<file path="config.mk">
export PLATFORM = sky130hd
export DESIGN_NAME = ram_dump_uart
export DESIGN_NICKNAME = d
export VERILOG_FILES = /design/src/rtl/ram_dump_uart.sv
export SDC_FILE = /design/constraint.sdc
export NUM_CORES = 1
export LEC_CHECK = 0
export BUFFER_PORTS_ARGS = -buffer_cell sky130_fd_sc_hd__buf_2
export CAP_MARGIN = 10
export CELL_PAD_IN_SITES_DETAIL_PLACEMENT = 2
export CELL_PAD_IN_SITES_GLOBAL_PLACEMENT = 2
export CORE_UTILIZATION = 42
export CTS_CLUSTER_DIAMETER = 60
export DETAILED_ROUTE_END_ITERATION = 12
export GPL_TIMING_DRIVEN = 0
export PLACE_DENSITY_LB_ADDON = 0.1
export SETUP_SLACK_MARGIN = 0.15
export SYNTH_ARGS = -nofsm -noshare
export SYNTH_HDL_FRONTEND = slang
export SYNTH_SLANG_ARGS = --single-unit
</file>
<file path="constraint.sdc">
create_clock -name CLK_50 -period 6.9 [get_ports CLK_50]
set_clock_uncertainty 0.2 [all_clocks]
set_input_delay 0.345 -clock CLK_50 [delete_from_list [all_inputs] [get_ports CLK_50]]
set_output_delay 0.345 -clock CLK_50 [all_outputs]
set_load 0.02 [all_outputs]
</file>
<file path="src/rtl/ram_dump_uart.sv">
`default_nettype none
// ============================================================================
//  Module   : ram_dump_uart
//  Brief    : Reads a window of data RAM over a synchronous read port and
//             streams every word out of a UART 8N1 transmitter as uppercase
//             ASCII hex text, one space or CR LF after each word.
//  Revision : 1.0 - initial release
// ============================================================================
module ram_dump_uart #(
    parameter int DATA_WIDTH     = 16,
    parameter int ADDR_WIDTH     = 12,
    parameter int DUMP_BASE      = 0,
    parameter int DUMP_WORDS     = 64,
    parameter int WORDS_PER_LINE = 8,
    parameter int CLK_FREQ       = 50000000,
    parameter int BAUD           = 115200
) (
    input  logic                  CLK_50,
    input  logic                  resetN,
    input  logic                  start,
    input  logic [DATA_WIDTH-1:0] mem_rdata,
    output logic [ADDR_WIDTH-1:0] mem_addr,
    output logic                  tx,
    output logic                  busy,
    output logic                  done
);

    // ------------------------------------------------------------------------
    // Derived constants
    // ------------------------------------------------------------------------
    localparam int c_baud_raw = CLK_FREQ / BAUD;
    localparam int c_baud_div = (c_baud_raw < 2) ? 2 : c_baud_raw;
    localparam int c_baud_w   = $clog2(c_baud_div);
    localparam int c_ndig     = DATA_WIDTH / 4;
    localparam int c_char_w   = $clog2(c_ndig + 2);
    localparam int c_line_w   = $clog2(WORDS_PER_LINE + 1);

    localparam logic [c_baud_w-1:0]   c_baud_last = c_baud_w'(c_baud_div - 1);
    localparam logic [c_char_w-1:0]   c_sep_idx   = c_char_w'(c_ndig);
    localparam logic [c_char_w-1:0]   c_lf_idx    = c_char_w'(c_ndig + 1);
    localparam logic [c_line_w-1:0]   c_line_last = c_line_w'(WORDS_PER_LINE - 1);
    localparam logic [ADDR_WIDTH-1:0] c_base      = ADDR_WIDTH'(DUMP_BASE);
    localparam logic [ADDR_WIDTH-1:0] c_last_word = ADDR_WIDTH'(DUMP_WORDS - 1);
    localparam logic [3:0]            c_stop_bit  = 4'd9;

    // FSM encoding. The "next char / next word / finish" decision has no
    // state of its own: it is taken on the closing edge of the stop bit.
    localparam logic [1:0] c_idle = 2'd0;
    localparam logic [1:0] c_read = 2'd1;
    localparam logic [1:0] c_load = 2'd2;
    localparam logic [1:0] c_send = 2'd3;

    // ------------------------------------------------------------------------
    // State
    // ------------------------------------------------------------------------
    logic [1:0]            r_state;
    logic                  r_start_d;
    logic                  r_read_cnt;
    logic [ADDR_WIDTH-1:0] r_mem_addr;
    logic [ADDR_WIDTH-1:0] r_word_idx;
    logic [c_line_w-1:0]   r_line_cnt;
    logic [c_char_w-1:0]   r_char_idx;
    logic [DATA_WIDTH-1:0] r_word;
    logic [9:0]            r_shift;
    logic [3:0]            r_bit_cnt;
    logic [c_baud_w-1:0]   r_baud_cnt;
    logic                  r_tx;
    logic                  r_busy;
    logic                  r_done;

    logic                  w_start_edge;
    logic                  w_last_word;
    logic                  w_crlf;
    logic                  w_last_char;
    logic                  w_bit_end;
    logic [c_char_w-1:0]   w_char_next;
    logic [c_char_w-1:0]   w_load_idx;
    logic [7:0]            w_load_byte;

    // ASCII code of character 'idx' of the current word's text sequence
    function automatic logic [7:0] char_of(input logic [DATA_WIDTH-1:0] word,
                                           input logic [c_char_w-1:0]   idx,
                                           input logic                  crlf);
        logic [3:0] v_nib;
        logic [7:0] v_ch;
        v_nib = 4'h0;
        for (int i = 0; i < c_ndig; i++) begin
            if (idx == c_char_w'(i)) v_nib = word[DATA_WIDTH-1-4*i -: 4];
        end
        if (idx < c_sep_idx) begin
            v_ch = (v_nib < 4'd10) ? (8'h30 + {4'h0, v_nib}) : (8'h37 + {4'h0, v_nib});
        end else if (idx == c_sep_idx) begin
            v_ch = crlf ? 8'h0D : 8'h20;
        end else begin
            v_ch = 8'h0A;
        end
        return v_ch;
    endfunction

    assign w_start_edge = start & ~r_start_d;
    assign w_last_word  = (r_word_idx == c_last_word);
    assign w_crlf       = (r_line_cnt == c_line_last) || w_last_word;
    assign w_last_char  = w_crlf ? (r_char_idx == c_lf_idx) : (r_char_idx == c_sep_idx);
    assign w_bit_end    = (r_baud_cnt == c_baud_last);
    assign w_char_next  = r_char_idx + c_char_w'(1);
    // LOAD starts a word at its current char; back-to-back frames use the next one
    assign w_load_idx   = (r_state == c_load) ? r_char_idx : w_char_next;
    assign w_load_byte  = char_of(r_word, w_load_idx, w_crlf);

    assign mem_addr = r_mem_addr;
    assign tx       = r_tx;
    assign busy     = r_busy;
    assign done     = r_done;

    // Dump sequencer, RAM addressing and UART shifter
    always_ff @(posedge CLK_50 or negedge resetN) begin
        if (!resetN) begin
            r_state    <= c_idle;
            r_start_d  <= 1'b0;
            r_read_cnt <= 1'b0;
            r_mem_addr <= c_base;
            r_word_idx <= '0;
            r_line_cnt <= '0;
            r_char_idx <= '0;
            r_word     <= '0;
            r_shift    <= '1;
            r_bit_cnt  <= '0;
            r_baud_cnt <= '0;
            r_tx       <= 1'b1;
            r_busy     <= 1'b0;
            r_done     <= 1'b0;
        end else begin
            r_start_d <= start;
            case (r_state)
                c_idle: begin
                    if (w_start_edge) begin
                        r_mem_addr <= c_base;
                        r_word_idx <= '0;
                        r_line_cnt <= '0;
                        r_char_idx <= '0;
                        r_read_cnt <= 1'b0;
                        r_busy     <= 1'b1;
                        r_done     <= 1'b0;
                        r_state    <= c_read;
                    end
                end
                c_read: begin
                    // address issued on entry; data valid on the 2nd closing edge
                    if (!r_read_cnt) begin
                        r_read_cnt <= 1'b1;
                    end else begin
                        r_read_cnt <= 1'b0;
                        r_word     <= mem_rdata;
                        r_char_idx <= '0;
                        r_state    <= c_load;
                    end
                end
                c_load: begin
                    r_shift    <= {1'b1, w_load_byte, 1'b0};
                    r_tx       <= 1'b0;
                    r_bit_cnt  <= '0;
                    r_baud_cnt <= '0;
                    r_state    <= c_send;
                end
                c_send: begin
                    if (!w_bit_end) begin
                        r_baud_cnt <= r_baud_cnt + c_baud_w'(1);
                    end else begin
                        r_baud_cnt <= '0;
                        if (r_bit_cnt != c_stop_bit) begin
                            r_bit_cnt <= r_bit_cnt + 4'd1;
                            r_shift   <= {1'b0, r_shift[9:1]};
                            r_tx      <= r_shift[1];
                        end else if (!w_last_char) begin
                            // next char of the same word follows with no idle gap
                            r_char_idx <= w_char_next;
                            r_shift    <= {1'b1, w_load_byte, 1'b0};
                            r_tx       <= 1'b0;
                            r_bit_cnt  <= '0;
                        end else if (w_last_word) begin
                            r_busy  <= 1'b0;
                            r_done  <= 1'b1;
                            r_state <= c_idle;
                        end else begin
                            r_word_idx <= r_word_idx + ADDR_WIDTH'(1);
                            r_mem_addr <= r_mem_addr + ADDR_WIDTH'(1);
                            r_line_cnt <= (r_line_cnt == c_line_last) ? '0
                                                                      : r_line_cnt + c_line_w'(1);
                            r_read_cnt <= 1'b0;
                            r_state    <= c_read;
                        end
                    end
                end
                default: r_state <= c_idle;
            endcase
        end
    end

endmodule
`default_nettype wire

</file>
==> key figures, run 1 <==
Clocking
  • Worst skew pair latency: 0.37 ns
  • Clock Tree Root: clkbuf_8
  • Sink Count: 76
  • CTS tree: done
  • CTS clk-pin slew, worst paths: 0.08 ns
  • H-tree Lvls: 3
  • Post-cts sizing count: 0
  • Clk buf depth: 2
  • Clock buffer count from CTS: 9
  • Setup bufs post-CTS: 0

STA
  • Total negative slack: 0 ns
  • Slew at the pin closest to its max-slew limit: about 1.0 ns
  • Rel. slew slack: 30.5%
  • Final-report max-slew violation count: 0
  • Fmax: around 0.29 GHz
  • Hold Violations, Final: 0
  • Setup-failing EPs final: 0
  • RSZ-0062 raised after global routing: false
  • Part of the cycle the worst path needs: 50.5%
  • Clock period minus worst slack: roughly 3.5 ns

Global routing
  • Number of global-route vias before repair: 3,716
  • Total grt overflow: 0
  • Initial antenna violation count: 0
  • Largest net degree at the start of global routing: 40
  • First-pass GRT wire length: 19,100 um
  • GRT Util Overall: 23.9%

Routing
  • Total vias in the final route: 3,461
  • Final WL: 11,800 um
  • Number of vias per cell: 5.68
  • Residual DRC count: 0
  • DR pass1 iterations: 4
  • Post-DR wirelength/cell: 19.4 um
  • Starting DRT DRC Count: 66
  • Detail Route Antenna Nets: 0

Logic synthesis
  • Syn Std Cell Area: between 0.004 and 0.005 mm^2
  • Syn Inst Count: 424
  • Syn Area/Cell: 10.0 um^2
  • Xor/xnor share of the synthesized area: 5.57%
  • Synth Area in Simple Gates: 20.2%
  • Synth cell types: 75
  • Synth area leader: dfrtp_1
  • Yosys top cell area share: 38.9%
  • Fraction of registers with async set or reset after synthesis: between 90% and 100%
  • Yosys warns: 0
  • Synth Area in Compound Gates: 16.0%
  • Main flop type after synthesis: dfrtp_1
  • Combinational family with the most area after synthesis: simple AND/OR/NAND/NOR gates
  • Net count of the mapped netlist: around 460
  • Number of synthesized flops with an enable pin: 0
  • Register bit total from synthesis: 76
  • Post-synthesis adder-cell area fraction: 4.12%
  • Mux share of post-synthesis cell area: under 10%
  • Seq/Total Area, Yosys: a little under half
  • Area contributors post-synth: dfrtp_1 (39%), dfstp_2 (6.2%), mux2_2 (4.8%)

Hold path
  • Hold Startpoint: mem_rdata[11]
  • HP Class: input pin to flip-flop

Setup path
  • FF-to-FF End: r_shift[3]
  • Worst Setup EP: r_shift[3]
  • Arrival @ worst endpoint: 3.58 ns
  • CP startpoint: r_state[0]
  • Depth of the worst register-to-register path: 9
  • CP max stage delay: around 0.81 ns
  • CP Capture Type: flip-flop
  • Crit path kind: flip-flop to flip-flop
  • Crit-path slowest cell: a222oi_1
  • Bufs and invs on worst path: 2
  • Worst endpoint required time: about 7 ns
  • CP cell instances: inv_1, ha_1, buf_6, xor2_4, mux2_4, a222oi_1, a21oi_2, a311o_1, a22o_1
  • Crit. path cell count: 9
  • Reg2Reg Setup Slack: 3.42 ns
  • Worst R2R Start: r_state[0]
  • Worst path top cell family by delay: compound AO/OA/AOI/OAI gates
  • Crit path max fanout: 10
  • Worst setup SP type: flip-flop

Die
  • Core area: 0.00977 mm^2
  • Initial Util: 43.5%
  • Die height: 103 um
  • Die Area: around 0.011 mm^2
  • Num ports: 34
  • Row cnt: 36
  • Die width: 103 um

Cells and area
  • Post-route cell area: between 0.004 and 0.005 mm^2
  • Diodes inserted: 0
  • Layout area overhead: 13.0%
  • Share of post-route cells with drive strength above 1: 21.8%
  • Fin nets: 505
  • Final core utilization: between 40 and 50%

Run status
  • Status: complete, no violations

Placement
  • Placer Congestion: just under 0.8
  • Hpwl dp: between 8000 and 9000 um
  • DP Area: between 0.004 and 0.005 mm^2
  • Input/output buffers: 33

Pwr
  • Peak VDD IR: 0.0000829 V
  • P_leak: around 2.1 nW
  • Total power draw: 0.814 mW
  • Pwr dens: 169 mW/mm^2

Job
  • Max Cap Viol: 0
per-layer routing:
| layer | global-route usage [%] | part of all wire (%) |
|---|---|---|
| met2 | 41.6 | 51 |
| met1 | 30.3 | 46 |
| met5 | 0 | 0 |
| met3 | 2.58 | 1.5 |
| met4 | 9.89 | 1.8 |
final cells by class:
cell class              instances  area (um^2)
fillers                      1087         4970
multi-input cells             320         2190
flip-flops and latches         76         1910
repair buffers                 37          218
well taps                     133          166
clock buffers                  13          159
plain buffers                  13         90.1
inverters                      15         56.3
clock inverters                 2         10.0
placed cells by master (no fill, tap or decap), drive strengths merged, types with 3 or more instances in the layout:
cell type and instances:
inv 15, a21oi 17, a221o 3, nand3b 5, mux2 19, a22o 7
o41ai 3, dfstp 10, buf 41, nand4 14, a22oi 5, a31oi 6
o21ai 35, nand2 45, and3 9, and4 3, dfrtp 66, ha 14
xnor2 10, nor3 10, o211ai 3, nor2 42, clkbuf 19, xor2 14
dlygate4sd3 3, nand3 10, or3 4, o21a 5
logic make-up (layout without fill, tap and decap cells):
kind of cell               after synthesis  in the layout
adders and majority gates               14             14
DFF                                     76             76
and+or+nand+nor                        161            161
muxes                                   21             21
buffers and inverters                   28             80
xor gates and xnor gates                24             24
AOI/OAI and AO/OA                      100            100
through the flow:
step / hold WS, ns / instances / worst slack [ns]
2_1_floorplan: -0.151 / 424 / 4.05
3_3_place_gp: 0.250 / 590 / 3.57
3_5_place_dp: 0.156 / 591 / 3.49
4_1_cts: 0.000105 / 609 / 3.42
5_1_grt: 0.0123 / 609 / 3.24
6_report: 0.00429 / 609 / 3.42
flip-flops by register name, indices dropped and copies added (netlist names):
signal and cells:
r_start_d 1, r_baud_cnt 9, r_read_cnt 1, r_line_cnt 4, r_state 2, r_shift 9, r_char_idx 3, busy 1
tx 1, r_word 16, r_word_idx 12, r_bit_cnt 4, done 1, mem_addr 12
worst register-to-register path: stages, from the launching register on:
cell and delay (ns):
dfrtp_1 0.40, inv_1 0.17, ha_1 0.29, buf_6 0.19, xor2_4 0.22, mux2_4 0.35
a222oi_1 0.81, a21oi_2 0.16, a311o_1 0.41, a22o_1 0.21
how the worst min path moves through the flow:
stage	end	slack, ns	cells past startpoint
4_1_cts	r_word[0]	0.0001	2
3_5_place_dp	r_bit_cnt[3]	0.16	1
3_3_place_gp	r_shift[7]	0.25	2
5_1_grt	r_word[3]	0.01	2
6_report	r_word[11]	0.004	2
2_1_floorplan	busy	-0.15	0
cells in the mapped netlist (7+ instances only):
master   count
a21oi_1     16
a22o_1       7
and3_1       9
dfrtp_1     66
dfstp_2     10
ha_1        14
inv_1       15
mux2_2      18
nand2_1     45
nand3_1     10
nand4_1     14
nor2_1      40
nor3_1       8
o21ai_0     32
xnor2_1     10
xor2_1      12
report_power, final:
part / total [mW] / internal [mW] / leakage (nW) / switching (mW)
sequential: 0.460 / 0.455 / 0.926 / 0.00480
clock: 0.321 / 0.148 / 0.0893 / 0.173
combinational: 0.0328 / 0.0145 / 1.10 / 0.0183
total: 0.814 / 0.618 / 2.12 / 0.196
timing repair:
action | 4_1_cts | 5_1_grt
endpoints found under the setup margin | 0 | 0
endpoints found under the hold margin | 29 | 0
hold buffers | 3 | 0
(Power assumes the default switching activity.)
==> run 2, diff against run 1 <==
CORE_UTILIZATION = 39   (was 42)
clock period = 3.5 ns   (was 6.9 ns; I/O delays follow)
==> key figures, run 2 (synthesis gave the netlist of run 1 again) <==
Setup path
  • Crit. path cell count: 9
  • CP cell instances: ha_2, xor2_2, o21ai_1, and2b_2, a22oi_2, ha_1, a21oi_1, a311o_1, a22o_1
  • Crit path kind: flip-flop to flip-flop
  • Worst path top cell family by delay: compound AO/OA/AOI/OAI gates
  • Worst endpoint required time: 3.61 ns
  • Crit path max fanout: 8
  • Worst R2R Start: r_char_idx[1]
  • CP max stage delay: 0.51 ns
  • Worst setup SP type: flip-flop
  • Depth of the worst register-to-register path: 9
  • Bufs and invs on worst path: 0
  • Arrival @ worst endpoint: 3.27 ns
  • CP Capture Type: flip-flop
  • CP startpoint: r_char_idx[1]
  • Crit-path slowest cell: dfrtp_1

Cells and area
  • Largest register FFs: 16
  • Most flop-heavy register: r_word
  • Share of post-route cells with drive strength above 1: 22.5%
  • Diodes inserted: 0
  • Commonest non-fill, non-tap cell in the layout: dfrtp_1
  • Post-route cell area: approximately 0.005 mm^2
  • Layout area overhead: 17.3%
  • Fin nets: about 520
  • Most frequent cells in the layout: dfrtp_1 (66), nand2_1 (45), nor2_1 (40)
  • Fill cells: approximately 1,100

Placement
  • Placer Congestion: 0.769
  • Input/output buffers: 33
  • DP Area: about 0.0046 mm^2
  • Hpwl dp: 8340 um

Clocking
  • Worst skew pair latency: about 0.38 ns
  • Clock Tree Root: clkbuf_8
  • Clk buf depth: 2
  • CTS tree: done
  • Clock buffer count from CTS: 9
  • Sink Count: 76
  • H-tree Lvls: 3
  • CTS clk-pin slew, worst paths: 0.09 ns

Global routing
  • Total grt overflow: 0
  • Largest net degree at the start of global routing: 42
  • Initial antenna violation count: 0
  • First-pass GRT wire length: between 20,000 and 25,000 um
  • GRT Util Overall: 24.5%
  • Number of global-route vias before repair: 3,936

STA
  • Setup-failing EPs final: 0
  • Clock period minus worst slack: between 3 and 4 ns
  • Fmax: ~0.32 GHz
  • Slew at the pin closest to its max-slew limit: 0.661 ns
  • Total negative slack: 0 ns
  • Final-report max-slew violation count: 0
  • RSZ-0062 raised after global routing: false
  • Rel. slew slack: 55.4%
  • Part of the cycle the worst path needs: between 90% and 100%
  • Hold Violations, Final: 0

Pwr
  • P_leak: between 2 and 2.5 nW
  • Peak VDD IR: roughly 0.0003 V
  • Pwr dens: ~320 mW/mm^2

Routing
  • Detail Route Antenna Nets: 0
  • Residual DRC count: 0
  • Total vias in the final route: 3,567
  • Final WL: 12,600 um
  • Starting DRT DRC Count: 113
  • DR pass1 iterations: 6
  • Number of vias per cell: 5.66
  • Post-DR wirelength/cell: about 20 um

Run status
  • Status: complete, no violations

Die
  • Die height: 106 um
  • Core area: roughly 0.010 mm^2
  • Die width: 106 um
  • Die Area: around 0.011 mm^2
  • Initial Util: about two fifths
  • Row cnt: 37
  • Num ports: 34

Hold path
  • HP Class: input pin to asynchronous set/reset pin

Job
  • Max Cap Viol: 0
[run 2: cell types whose count changed in the layout (fill, tap and decap cells not counted), sizes merged]
cell / change
clkinv: +2
clkinvlp: +1
buf: +2
dlygate4sd3: +15
inv: +1
clkbuf: -3
[run 2: path summary, 6_finish.rpt]
| path | to | slack (ns) |
|---|---|---|
| max in group asynchronous | r_shift[8] | 2.34 |
| max reg2reg | r_shift[3] | 0.34 |
| min | r_baud_cnt[4] | 0.11 |
| min in group CLK_50 | r_start_d | 0.25 |
| max | r_shift[3] | 0.34 |
| min reg2reg | r_shift[7] | 0.29 |
[run 2: area by class of cell]
cell class / count / area (um^2) / share of cell area, %
Clock buffer: 10 / 128 / 2.56
Inverter: 15 / 56.3 / 1.13
Multi-Input combinational cell: 320 / 2200 / 44.2
Buffer: 13 / 90.1 / 1.81
Tap cell: 136 / 170 / 3.41
Clock inverter: 6 / 40.0 / 0.803
Sequential cell: 76 / 1910 / 38.4
Timing Repair Buffer: 54 / 383 / 7.68
[run 2: power by group]
group / switching, mW / internal (mW)
sequential: 0.0106 / 0.898
clock: 0.370 / 0.258
combinational: 0.0405 / 0.0413
total: 0.421 / 1.20
[run 2: routing by layer]
metal / wire (um) / part of all wire, % / up-vias / GRT usage [%]
li1: - / - / 1679 / -
met5: 0 / 0 / - / 0
met3: 307 / 2.4 / 17 / 6.07
met2: 6500 / 52 / 33 / 43.6
met1: 5570 / 44 / 1838 / 28.9
met4: 185 / 1.5 / 0 / 7.34
[run 2: metrics by stage]
step | worst slack [ns] | hold WS [ns] | std cells | utilization [%] | total power, mW
final | 0.340 | 0.108 | 630 | 47.6 | 1.62
after global routing | 0.186 | 0.143 | 630 | 47.6 | 1.68
after CTS | 0.355 | 0.105 | 630 | 47.5 | 1.64
after detailed placement | 0.0537 | -0.0172 | 594 | 44.0 | 0.988
after global placement | 0.137 | 0.115 | 593 | 43.8 | 0.981
after floorplan | 0.647 | -0.321 | 424 | - | 0.946
[run 2: what timing repair did]
item | in CTS | in global routing
setup endpoints to repair | 1 | 4
pin swaps | 1 | 0
resized for setup | 0 | 3
gates cloned | 0 | 0
hold endpoints to repair | 83 | 0
hold buffers | 18 | 0
buffers inserted | 2 | 0
==> run 3, diff against run 2 <==
CTS_BUF_LIST = sky130_fd_sc_hd__clkbuf_16   (was not set)
==> key figures, run 3 (synthesis gave the netlist of run 1 again) <==
Cells and area
  • Layout area overhead: 19.6%
  • Most flop-heavy register: r_word
  • Diodes inserted: 0
  • Post-route cell area: 0.00508 mm^2
  • Fin nets: 522
  • Commonest non-fill, non-tap cell in the layout: dfrtp_1
  • Share of post-route cells with drive strength above 1: 22.5%
  • Largest register FFs: 16
  • Most frequent cells in the layout: dfrtp_1 (65), nand2_1 (45), nor2_1 (40)

Routing
  • Total vias in the final route: 3,585
  • Post-DR wirelength/cell: 20.8 um
  • Starting DRT DRC Count: 100
  • Number of vias per cell: 5.69
  • Residual DRC count: 0
  • DR pass1 iterations: 6
  • Final WL: 13,100 um
  • Detail Route Antenna Nets: 0

Hold path
  • HP Class: input pin to asynchronous set/reset pin

Setup path
  • Worst endpoint required time: about 3.6 ns
  • CP max stage delay: ~0.72 ns
  • Worst setup SP type: flip-flop
  • Crit path kind: flip-flop to flip-flop
  • CP cell instances: inv_1, ha_1, buf_6, o41ai_1, a221o_2, a22oi_2, ha_1, a311o_1, a22o_1
  • Arrival @ worst endpoint: 3.27 ns
  • Crit path max fanout: 10
  • Worst path most repeated cell: ha_1
  • Crit-path slowest cell: o41ai_1
  • CP Capture Type: flip-flop
  • CP startpoint: r_state[0]
  • Worst R2R Start: r_state[0]

Die
  • Die Area: around 0.011 mm^2
  • Initial Util: between 40% and 50%
  • Die height: 106 um
  • Core area: 0.0105 mm^2
  • Row cnt: 37
  • Die width: 106 um
  • Num ports: 34

Placement
  • Input/output buffers: 33
  • Placer Congestion: ~0.77
  • DP Area: around 0.0046 mm^2
  • Hpwl dp: 8340 um

STA
  • Final-report max-slew violation count: 0
  • Rel. slew slack: 46.3%
  • Final hold slack: 0.147 ns
  • Clock period minus worst slack: 3.19 ns
  • Hold Violations, Final: 0
  • RSZ-0062 raised after global routing: false
  • Part of the cycle the worst path needs: 91.2%
  • Slew at the pin closest to its max-slew limit: 0.796 ns
  • Setup-failing EPs final: 0
  • Total negative slack: 0 ns
  • Fmax: 0.313 GHz

Global routing
  • GRT Util Overall: 25.1%
  • Largest net degree at the start of global routing: 42
  • First-pass GRT wire length: 21,600 um
  • Initial antenna violation count: 0
  • Number of global-route vias before repair: about 4,000
  • Total grt overflow: 0

Pwr
  • Sw frac: 24.5%
  • Clock share of power: 47.1%
  • Combinational fraction of design power: 4.4%
  • Peak VDD IR: 0.000327 V
  • Sw Pwr: 0.460 mW
  • Reg power frac: between 40% and 50%
  • Internal cell power: 1.42 mW
  • P_leak: ~2.2 nW
  • Pwr dens: between 300 and 400 mW/mm^2

Clocking
  • Clk buf depth: 2
  • CTS tree: done
  • Clock buffer count from CTS: 9
  • H-tree Lvls: 3
  • CTS clk-pin slew, worst paths: 0.06 ns
  • Worst skew pair latency: 0.36 ns
  • Clock Tree Root: clkbuf_16
  • Sink Count: 76

Run status
  • Status: complete, no violations

Job
  • Max Cap Viol: 0
run 3: critical path, delay by kind of cell, from the launching register on:
family	cells	cell delay, ns
DFF	1	0.38
AOI/OAI and AO/OA	5	1.69
buffers and inverters	2	0.30
adders and majority gates	2	0.56
run 3: per-layer routing:
layer	track usage [%]	share of wire, %	vias to the layer above	wire [um]
li1	-	-	1679	-
met3	6.19	2.6	8	344
met5	0	0	-	0
met2	45.1	53	40	6960
met4	8.04	0.97	0	127
met1	29.0	43	1858	5690
run 3: path summary, 6_finish.rpt:
check                           endpoint  slack [ns]  depth (start not counted)
setup / recovery              r_shift[3]        0.31                          9
hold reg to reg               r_shift[7]        0.29                          2
setup reg to reg              r_shift[3]        0.31                          9
hold / removal             r_baud_cnt[4]        0.15                          2
min in group CLK_50           r_shift[7]        0.29                          2
max in group asynchronous     r_shift[2]        2.30                          3
run 3: final cells by class:
cell class	instances	area, um^2
Fill cell	1136	5380
Multi-Input combinational cell	320	2200
Sequential cell	76	1920
Timing Repair Buffer	54	383
Clock buffer	9	225
Tap cell	136	170
Buffer	13	90.1
Inverter	15	56.3
Clock inverter	7	43.8
run 3: power groups by stage:
stage               clock network, mW  logic [mW]  registers [mW]
global route                    0.935      0.0926           0.911
CTS                             0.913      0.0812           0.908
global placement                    0      0.0576           0.923
finish                          0.885      0.0834           0.910
floorplan                           0      0.0257           0.921
detailed placement                  0      0.0638           0.924
run 3: metrics by stage:
step	power, mW	setup slack, ns	std cells	utilization, %
after floorplan	0.946	0.647	424	-
after global placement	0.981	0.137	593	43.8
after detailed placement	0.988	0.0537	594	44.0
after CTS	1.90	0.322	630	48.5
after global routing	1.94	0.171	630	48.6
final	1.88	0.308	630	48.6
run 3: timing repair:
| action | 4_1_cts | 5_1_grt |
|---|---|---|
| endpoints found under the setup margin | 1 | 4 |
| pin swaps | 1 | 0 |
| setup buffers | 2 | 0 |
| gates resized for setup | 0 | 3 |
| hold endpoints to repair | 52 | 0 |
| hold buffers | 18 | 0 |
